--- src/rtl/sdram_cache_pkg.sv ---
// sdram_cache_pkg: shared types for the SDRAM line cache.
// FSM states, line type and word selection helper.
package sdram_cache_pkg;

  typedef enum logic [1:0] {
    IDLE,
    FILL,
    GAP
  } state_e;

  localparam int LINE_WORDS = 4;

  typedef logic [63:0] line_t;

  // Pick one 16-bit word out of a 4-word line.
  function automatic logic [15:0] word_sel(
    input line_t      l,
    input logic [1:0] off
  );
    return l[16*off +: 16];
  endfunction

endpackage

--- src/rtl/cache_line_store.sv ---
// cache_line_store: valid/tag/data arrays of the line cache.
// One combinational read port, one fill write port, flush clear.
module cache_line_store
  import sdram_cache_pkg::*;
#(
  parameter int LINES = 16,
  parameter int IW    = 4,
  parameter int TW    = 20
) (
  input  logic          clk,
  input  logic          rst_n,
  input  logic          clr_i,
  input  logic          we_i,
  input  logic [IW-1:0] widx_i,
  input  logic [TW-1:0] wtag_i,
  input  line_t         wdata_i,
  input  logic [IW-1:0] ridx_i,
  output logic          rvalid_o,
  output logic [TW-1:0] rtag_o,
  output line_t         rdata_o
);

  logic [LINES-1:0] valid_q;
  logic [TW-1:0]    tag_q  [LINES];
  line_t            data_q [LINES];

  // Valid flops: whole vector cleared on flush, one bit set per fill.
  always_ff @(posedge clk or negedge rst_n) begin
    if (!rst_n) begin
      valid_q <= '0;
    end else if (clr_i) begin
      valid_q <= '0;
    end else if (we_i) begin
      valid_q[widx_i] <= 1'b1;
    end
  end

  // Tag and data payload; meaningless until the valid bit is set.
  always_ff @(posedge clk) begin
    if (we_i) begin
      tag_q[widx_i]  <= wtag_i;
      data_q[widx_i] <= wdata_i;
    end
  end

  assign rvalid_o = valid_q[ridx_i];
  assign rtag_o   = tag_q[ridx_i];
  assign rdata_o  = data_q[ridx_i];

endmodule

--- src/rtl/sdram_line_cache.sv ---
// sdram_line_cache: read-only direct-mapped cache, one SDRAM burst channel.
// Optional hit/miss counters with SDRAM_LINE_CACHE_STATS_EN.
module sdram_line_cache
  import sdram_cache_pkg::*;
#(
  parameter int LINES = 16,
  parameter int AW    = 26
) (
  input  logic          clk,
  input  logic          rst_n,
  input  logic          flush,
  input  logic [AW:1]   rd_addr,
  input  logic          rd_req,
  output logic [15:0]   rd_data,
  output logic          rd_ack,
  output logic [AW:1]   sdr_addr,
  output logic          sdr_req,
  input  logic [63:0]   sdr_dout,
  input  logic          sdr_ready
`ifdef SDRAM_LINE_CACHE_STATS_EN
  ,
  output logic [15:0]   hit_count,
  output logic [15:0]   miss_count
`endif
);

  localparam int IW = $clog2(LINES);
  localparam int TW = AW - 2 - IW;
  localparam int OW = $clog2(LINE_WORDS);

  logic [OW-1:0] off;
  logic [IW-1:0] idx;
  logic [TW-1:0] tag;

  assign off = rd_addr[OW:1];
  assign idx = rd_addr[2+IW:3];
  assign tag = rd_addr[AW:3+IW];

  state_e        state_q;
  logic [15:0]   rd_data_q;
  logic          rd_ack_q;
  logic [AW:1]   sdr_addr_q;
  logic          sdr_req_q;
  logic          pend_q;
  logic [OW-1:0] off_q;
  logic [IW-1:0] idx_q;
  logic [TW-1:0] tag_q;

  logic          st_valid;
  logic [TW-1:0] st_tag;
  line_t         st_data;
  logic          hit;
  logic          hit_go;
  logic          miss_go;
  logic          fill_done;
  logic          install;

  assign hit = st_valid && (st_tag == tag);
  assign hit_go = (state_q == IDLE) && !flush && rd_req && hit;
  assign miss_go = (state_q == IDLE) && !flush && rd_req && !hit;
  assign fill_done = (state_q == FILL) && sdr_ready;
  assign install = fill_done && !pend_q && !flush;

  cache_line_store #(
    .LINES (LINES),
    .IW    (IW),
    .TW    (TW)
  ) u_store (
    .clk      (clk),
    .rst_n    (rst_n),
    .clr_i    (flush),
    .we_i     (install),
    .widx_i   (idx_q),
    .wtag_i   (tag_q),
    .wdata_i  (sdr_dout),
    .ridx_i   (idx),
    .rvalid_o (st_valid),
    .rtag_o   (st_tag),
    .rdata_o  (st_data)
  );

  // Request/fill FSM with registered client and controller outputs.
  always_ff @(posedge clk or negedge rst_n) begin
    if (!rst_n) begin
      state_q    <= IDLE;
      rd_data_q  <= '0;
      rd_ack_q   <= 1'b0;
      sdr_addr_q <= '0;
      sdr_req_q  <= 1'b0;
      pend_q     <= 1'b0;
      off_q      <= '0;
      idx_q      <= '0;
      tag_q      <= '0;
    end else begin
      rd_ack_q <= 1'b0;
      unique case (state_q)
        IDLE: begin
          if (hit_go) begin
            rd_data_q <= word_sel(st_data, off);
            rd_ack_q  <= 1'b1;
          end else if (miss_go) begin
            sdr_addr_q <= {rd_addr[AW:3], 2'b00};
            sdr_req_q  <= 1'b1;
            off_q      <= off;
            idx_q      <= idx;
            tag_q      <= tag;
            state_q    <= FILL;
          end
        end
        FILL: begin
          if (flush) begin
            pend_q <= 1'b1;
          end
          if (sdr_ready) begin
            rd_data_q <= word_sel(sdr_dout, off_q);
            rd_ack_q  <= rd_req;
            sdr_req_q <= 1'b0;
            state_q   <= GAP;
          end
        end
        GAP: begin
          pend_q  <= 1'b0;
          state_q <= IDLE;
        end
        default: begin
          state_q <= IDLE;
        end
      endcase
    end
  end

  assign rd_data  = rd_data_q;
  assign rd_ack   = rd_ack_q;
  assign sdr_addr = sdr_addr_q;
  assign sdr_req  = sdr_req_q;

`ifdef SDRAM_LINE_CACHE_STATS_EN
  logic [15:0] hit_cnt_q;
  logic [15:0] miss_cnt_q;

  // Saturating hit/miss counters, cleared along with the cache.
  always_ff @(posedge clk or negedge rst_n) begin
    if (!rst_n) begin
      hit_cnt_q  <= '0;
      miss_cnt_q <= '0;
    end else if (flush) begin
      hit_cnt_q  <= '0;
      miss_cnt_q <= '0;
    end else begin
      if (hit_go && (hit_cnt_q != 16'hFFFF)) begin
        hit_cnt_q <= hit_cnt_q + 16'd1;
      end
      if (miss_go && (miss_cnt_q != 16'hFFFF)) begin
        miss_cnt_q <= miss_cnt_q + 16'd1;
      end
    end
  end

  assign hit_count  = hit_cnt_q;
  assign miss_count = miss_cnt_q;
`endif

endmodule

--- config.mk ---
export PLATFORM = sky130hd
export DESIGN_NAME = sdram_line_cache
export DESIGN_NICKNAME = d
export VERILOG_FILES = /design/src/rtl/sdram_cache_pkg.sv /design/src/rtl/cache_line_store.sv /design/src/rtl/sdram_line_cache.sv
export SDC_FILE = /design/constraint.sdc
export NUM_CORES = 1
export LEC_CHECK = 0
export ABC_AREA = 0
export BUFFER_PORTS_ARGS = -buffer_cell sky130_fd_sc_hd__buf_2
export CAP_MARGIN = 40
export CORE_MARGIN = 1
export CORE_UTILIZATION = 60
export DETAILED_ROUTE_END_ITERATION = 6
export GPL_TIMING_DRIVEN = 0
export PLACE_DENSITY_LB_ADDON = 0.08
export SLEW_MARGIN = 20
export SYNTH_ARGS = -nofsm -noshare
export SYNTH_HDL_FRONTEND = slang
export SYNTH_HIERARCHICAL = 1
export SYNTH_SLANG_ARGS = --single-unit
--- constraint.sdc ---
create_clock -name clk -period 11.7 [get_ports clk]
set_clock_uncertainty 0.05 [all_clocks]
set_input_delay 2.34 -clock clk [delete_from_list [all_inputs] [get_ports clk]]
set_output_delay 2.34 -clock clk [all_outputs]
set_load 0.02 [all_outputs]
==> flow_summary.json, run 1 <==
{
  "status": "finished with violations",
  "violations": "DRC",
  "cp_data_required_time_ps": 12250,
  "cts_setup_buffers": 0,
  "numCtsBuffers": 138,
  "ys_top_cells_by_count": "edfxtp_1 (1344), mux4_2 (340), a22oi_1 (170)",
  "leakage_nw": 20.73,
  "async_flop_share_pct": 4.478,
  "grt_pass1_wl_um": 197300,
  "wl_per_cell_um": 33.91,
  "worstPathMaxFanout": 10,
  "num-fill-cells": 5229,
  "path_buf_inv": 5,
  "syn_area_um2": 54030,
  "synthFlopType": "edfxtp_1",
  "vias": 27730,
  "initial_core_util_pct": 60.85,
  "ys_seq_area_share_pct": 77.62,
  "worstMarginPinSlew_ps": 886.3,
  "drv_cap": 0,
  "ant_nets": 0,
  "gr-max-usage-layer": "met2",
  "post-synth-top-area-fraction_pct": 74.70,
  "synth_cells": 2424,
  "critPathTopFamily": "buffers and inverters",
  "multiInputGateArea_um2": 11440,
  "grt_max_degree": 51,
  "critical-path-slowest-cell": "clkbuf_1",
  "drt_wl_total_um": 138900,
  "synthTopCellsByArea": "edfxtp_1 (75%), mux4_2 (14%), dfrtp_1 (2.9%)",
  "grt_util_all_layers_pct": 31.37,
  "max_stage_delay_ps": 710,
  "ir_drop_mv": 0.1497,
  "clock_latency_ps": 740,
  "regArea_um2": 41940,
  "crit_top_cell": "buf_2",
  "setup_viol": 0,
  "first_global_vias": 27470,
  "path_clk_slew_ps": 60,
  "hold_ws_ps": 461.6,
  "grt_overflow": 0,
  "drc": 18,
  "clockBufferDepth": 3,
  "place.gp.congestion": 0.9123,
  "worst_setup_path_end_kind": "register",
  "cts_resized": 0,
  "dp.final_hpwl_um": 94700,
  "drt_first_pass_iters": 7,
  "fmax_ghz": 0.1677,
  "synth_top_area_cell": "edfxtp_1",
  "period_share_pct": 50.98,
  "use_met1_pct": 45.42,
  "rsz0062_at_grt": "false",
  "die_height_um": 302.1,
  "vias_per_cell": 6.768,
  "dp_worst_setup_slack_ps": 4987,
  "fin_crit_ps": 5964,
  "ys.warnings.count": 6,
  "finalWorstSetupSlack_ps": 5736,
  "finalSetupTns_ps": 0,
  "path_cells": "buf_2 -> buf_2 -> buf_2 -> clkbuf_1 -> mux4_2 -> a22oi_1 -> nand2_1 -> xnor2_1 -> nand4_1 -> nor3_2 -> a21oi_4 -> buf_2 -> mux2_1",
  "cp.arrival_ps": 6520,
  "cts.sinks": 1407,
  "grt_util_met2_pct": 47.67,
  "final_util_pct": 70.64,
  "synth_seq_cells": 1407,
  "antenna_found_initial": 16,
  "hold_buffers": 0,
  "synthDistinctLibCells": 41,
  "placed_cells": 3847,
  "cts_tree": "built",
  "relSlewSlack_pct": 40.92,
  "row_count": 109,
  "drive_gt1_share_pct": 29.73,
  "core_area_um2": 88780,
  "syn_avg_cell_area_um2": 22.29,
  "synth_edf_count": 1344,
  "finalHoldViolCount": 0,
  "min_path_type": "register to register",
  "synthToLayoutAreaGrowth_pct": 16.08,
  "nets": 2924,
  "use_met3_pct": 7.786,
  "drt-initial-drc-count": 3888,
  "pin_count": 139,
  "h-tree-depth": 4,
  "p_per_area_nw_per_um2": 173.1,
  "clockRootBuffer": "clkbuf_16",
  "stdcell_count": 4097,
  "post-synth-top-count-cell": "edfxtp_1",
  "die_w_um": 302.1,
  "portBuffers": 135,
  "drv_slew": 0,
  "worstSetupPathType": "input pin to register",
  "die_area_um2": 91250,
  "critPathLaunchType": "input pin"
}
## tightest hold or removal path: cells and delay by family, from the launching register on
family / cells / cell delay [ps]
DFF: 1 / 340
and+or+nand+nor: 1 / 90
AOI/OAI and AO/OA: 1 / 40
## cells in the final DEF (no fill, tap or decap), types with 5 or more instances in the layout
cell type,n
edfxtp_1,1344
mux4_2,340
buf_2,175
a22oi_1,170
clkbuf_16,143
clkbuf_1,96
nand2_1,90
mux2i_1,80
dfrtp_1,63
buf_4,54
buf_16,39
nor2_1,35
buf_6,32
o22ai_1,32
mux2_1,26
buf_12,24
clkinv_1,21
xnor2_1,20
buf_1,18
inv_1,17
clkinv_2,12
nor2_4,12
a21oi_1,12
bufinv_16,8
nor2b_1,6
inv_6,6
clkbuf_8,6
nor3_2,5
nand2b_1,5
## per-layer routing
metal / wire length (um) / up-vias
li1: - / 11080
met1: 53340 / 14610
met2: 64720 / 1747
met3: 16330 / 279
met4: 4452 / 16
met5: 85 / -
## path summary, 6_finish.rpt
path | start | depth (start not counted) | end | slack [ps]
min reg2reg | u_store/valid_q[6] | 2 | u_store/valid_q[6] | 460
max in group asynchronous | rst_n | 2 | rd_data[11] | 9520
min | u_store/valid_q[6] | 2 | u_store/valid_q[6] | 460
min in group asynchronous | rst_n | 1 | tag_q[18] | 1460
max reg2reg | state_q[0] | 12 | u_store/data_q[2][27] | 7720
max | rd_addr[4] | 13 | tag_q[15] | 5740
## final cells by class
type                    count  area share [%]
diodes                      2        0.007980
plain buffers             136           1.115
clock buffers             190           6.083
clock inverters            51          0.7641
inverters                  18          0.1077
multi-input cells         864           18.24
flip-flops and latches   1407           66.87
well taps                1165           2.324
repair buffers            264           4.489
## sequential cells by signal, indices dropped and copies added (netlist names)
name	flops
off_q	2
u_store/tag_q	320
tag_q	20
sdr_addr	1
idx_q	3
rd_ack	1
sdr_req	1
state_q	2
rd_data	16
u_store/valid_q	16
pend_q	1
u_store/data_q	1024
## logic make-up after synthesis
kind of cell / share of synthesized area, %
compound gates: 2.997
xor+xnor: 0.3242
buf+inv: 1.420
flops: 77.62
mux: 16.20
other cells: 0.006941
simple gates: 1.438
## where the power goes
part / switching, mW / internal [mW] / total, mW
clock network: 1.79 / 2.45 / 4.25
registers: 0.134 / 5.67 / 5.80
logic: 0.521 / 0.283 / 0.804
## through the flow
stage	area (um^2)	power, mW
after floorplan	54030	6.302
after global placement	56170	6.645
after detailed placement	58340	6.695
after CTS	62640	10.89
after global routing	62710	11.14
final	62710	10.85
No activity file was read; power rests on OpenSTA's default activity.
==> inputs of run 2 (changes only) <==
==> constraint.sdc (replaced) <==
create_clock -name clk -period 6.2 [get_ports clk]
set_clock_uncertainty 0.05 [all_clocks]
set_input_delay 1.24 -clock clk [delete_from_list [all_inputs] [get_ports clk]]
set_output_delay 1.24 -clock clk [all_outputs]
set_load 0.02 [all_outputs]
==> flow_summary.json, run 2 (synthesis gave the netlist of run 1 again) <==
{
  "period_share_pct": 80.80,
  "fin_crit_ps": 5010,
  "max_stage_delay_ps": 750,
  "cts_tree": "built",
  "first_global_vias": 27120,
  "drive_gt1_share_pct": 29.77,
  "regMostFlops": "u_store/data_q",
  "synthToLayoutAreaGrowth_pct": 15.95,
  "antenna_found_initial": 7,
  "vias": 27330,
  "worstPathMaxFanout": 10,
  "final_common_cell": "edfxtp_1",
  "path_cells": "buf_2 -> buf_2 -> buf_2 -> buf_1 -> mux4_2 -> a22oi_1 -> nand2_1 -> xnor2_1 -> nand4_1 -> nor3_2 -> a21oi_4 -> buf_2 -> mux2_1",
  "final_area_um2": 62650,
  "worstSetupPathType": "input pin to register",
  "min_path_cells": 2,
  "rsz0062_at_grt": "false",
  "dp.final_hpwl_um": 90330,
  "r2r-start": "state_q[1]",
  "stdcell_count": 4075,
  "path_clk_slew_ps": 60,
  "wl_per_cell_um": 33.06,
  "relSlewSlack_pct": 37.58,
  "clockRootBuffer": "clkbuf_16",
  "critical-path-slowest-cell": "buf_1",
  "clock_latency_ps": 750,
  "worstMarginPinSlew_ps": 936.3,
  "drc": 24,
  "die_w_um": 302.1,
  "worst_setup_path_end_kind": "register",
  "ir_drop_mv": 0.3164,
  "placed_cells": 3817,
  "die_area_um2": 91250,
  "drt_wl_total_um": 134700,
  "min_path_type": "register to register",
  "cts_setup_buffers": 0,
  "dp_worst_setup_slack_ps": 434.9,
  "clockBufferDepth": 3,
  "initial_core_util_pct": 60.85,
  "r2r-end": "u_store/data_q[2][26]",
  "fmax_ghz": 0.1996,
  "h-tree-depth": 4,
  "drt_first_pass_iters": 7,
  "rr_worst_depth": 9,
  "placed_area_um2": 58020,
  "leakage_nw": 20.66,
  "status": "finished with violations",
  "largest_register_ffs": 1024,
  "power_mw": 20.87,
  "cts.sinks": 1407,
  "portBuffers": 135,
  "finalWorstSetupSlack_ps": 1190,
  "grt_pass1_wl_um": 192900,
  "row_count": 109,
  "p_per_area_nw_per_um2": 333.1,
  "drv_cap": 0,
  "drv_slew": 0,
  "grt_max_degree": 43,
  "violations": "DRC",
  "core_area_um2": 88780,
  "cp_data_required_time_ps": 6760,
  "die_height_um": 302.1,
  "setup_viol": 0,
  "cp.arrival_ps": 5570,
  "ant_nets": 0,
  "nets": 2893,
  "place.gp.congestion": 0.9174,
  "drt-initial-drc-count": 3653,
  "finalHoldViolCount": 0,
  "grt_overflow": 0,
  "pin_count": 139,
  "reg2reg_slack_ps": 1920,
  "crit_top_cell": "buf_2",
  "vias_per_cell": 6.707,
  "hold_start": "u_store/valid_q[11]",
  "critPathLaunchType": "input pin",
  "grt_util_all_layers_pct": 30.47,
  "num-fill-cells": 5266,
  "hold_buffers": 0,
  "cts_resized": 0,
  "top_regs": "u_store/data_q: 1024 flops, u_store/tag_q: 320 flops, tag_q: 20 flops",
  "numCtsBuffers": 141,
  "whs_endpoint": "u_store/valid_q[11]",
  "layout_common_cells": "edfxtp_1 (1344), mux4_2 (340), buf_2 (174), a22oi_1 (170), clkbuf_16 (147)"
}
==> run 2: changes by cell type in the layout (fill, tap and decap cells not counted), sizes merged <==
cell	change
clkbuf	-13
diode	-1
buf	-34
clkinv	+21
inv	-2
clkinvlp	+2
bufinv	+5
==> run 2: stage by stage <==
stage	util, %	TNS (ps)	hold WS, ps
2_1_floorplan	-	-36820	407.3
3_3_place_gp	63.28	-5189550	422.4
3_5_place_dp	65.35	0	439.8
4_1_cts	70.52	0	447.5
5_1_grt	70.56	0	483.0
6_report	70.56	0	447.5
==> run 2: area by class of cell <==
type / count / area [um^2] / area share, %
diodes: 1 / 2.502 / 0.003994
plain buffers: 136 / 701.9 / 1.120
clock buffers: 177 / 3851 / 6.147
clock inverters: 77 / 743.2 / 1.186
inverters: 18 / 67.56 / 0.1078
multi-input cells: 864 / 11460 / 18.30
flip-flops and latches: 1407 / 41940 / 66.94
well taps: 1165 / 1458 / 2.327
repair buffers: 230 / 2424 / 3.869
==> run 2: worst max-delay path: cells and delay by family <==
kind / cells / cell delay (ps)
compound gates: 2 / 390
buf+inv: 5 / 1960
mux: 2 / 770
simple gates: 3 / 980
xor+xnor: 1 / 210
==> run 2: worst max-delay path by stage <==
stage                     slack [ps]  startpoint                    end  depth (start not counted)
after global routing            1050  rd_addr[4]               off_q[1]                         13
final                           1190  rd_addr[4]               off_q[1]                         13
after detailed placement         430  rd_addr[4]              tag_q[14]                         13
after CTS                       1230  rd_addr[4]              tag_q[12]                         13
after global placement         -4720   sdr_ready  u_store/data_q[4][29]                          5
after floorplan                 -150   sdr_ready   u_store/data_q[4][0]                          4
==> run 2: power by group <==
part	switching, mW	internal [mW]	leakage (nW)
sequential	0.264	10.7	12.9
combinational	0.960	0.529	5.54
clock	3.47	4.94	2.25
total	4.70	16.2	20.7
==> run 2: metal layers <==
layer | track usage, % | vias up | share of wire (%)
met1 | 45.86 | 14580 | 40
met4 | 8.766 | 8 | 2.6
met3 | 6.134 | 199 | 10
met2 | 46.22 | 1533 | 47
met5 | 0 | - | 0.038
li1 | - | 11010 | -
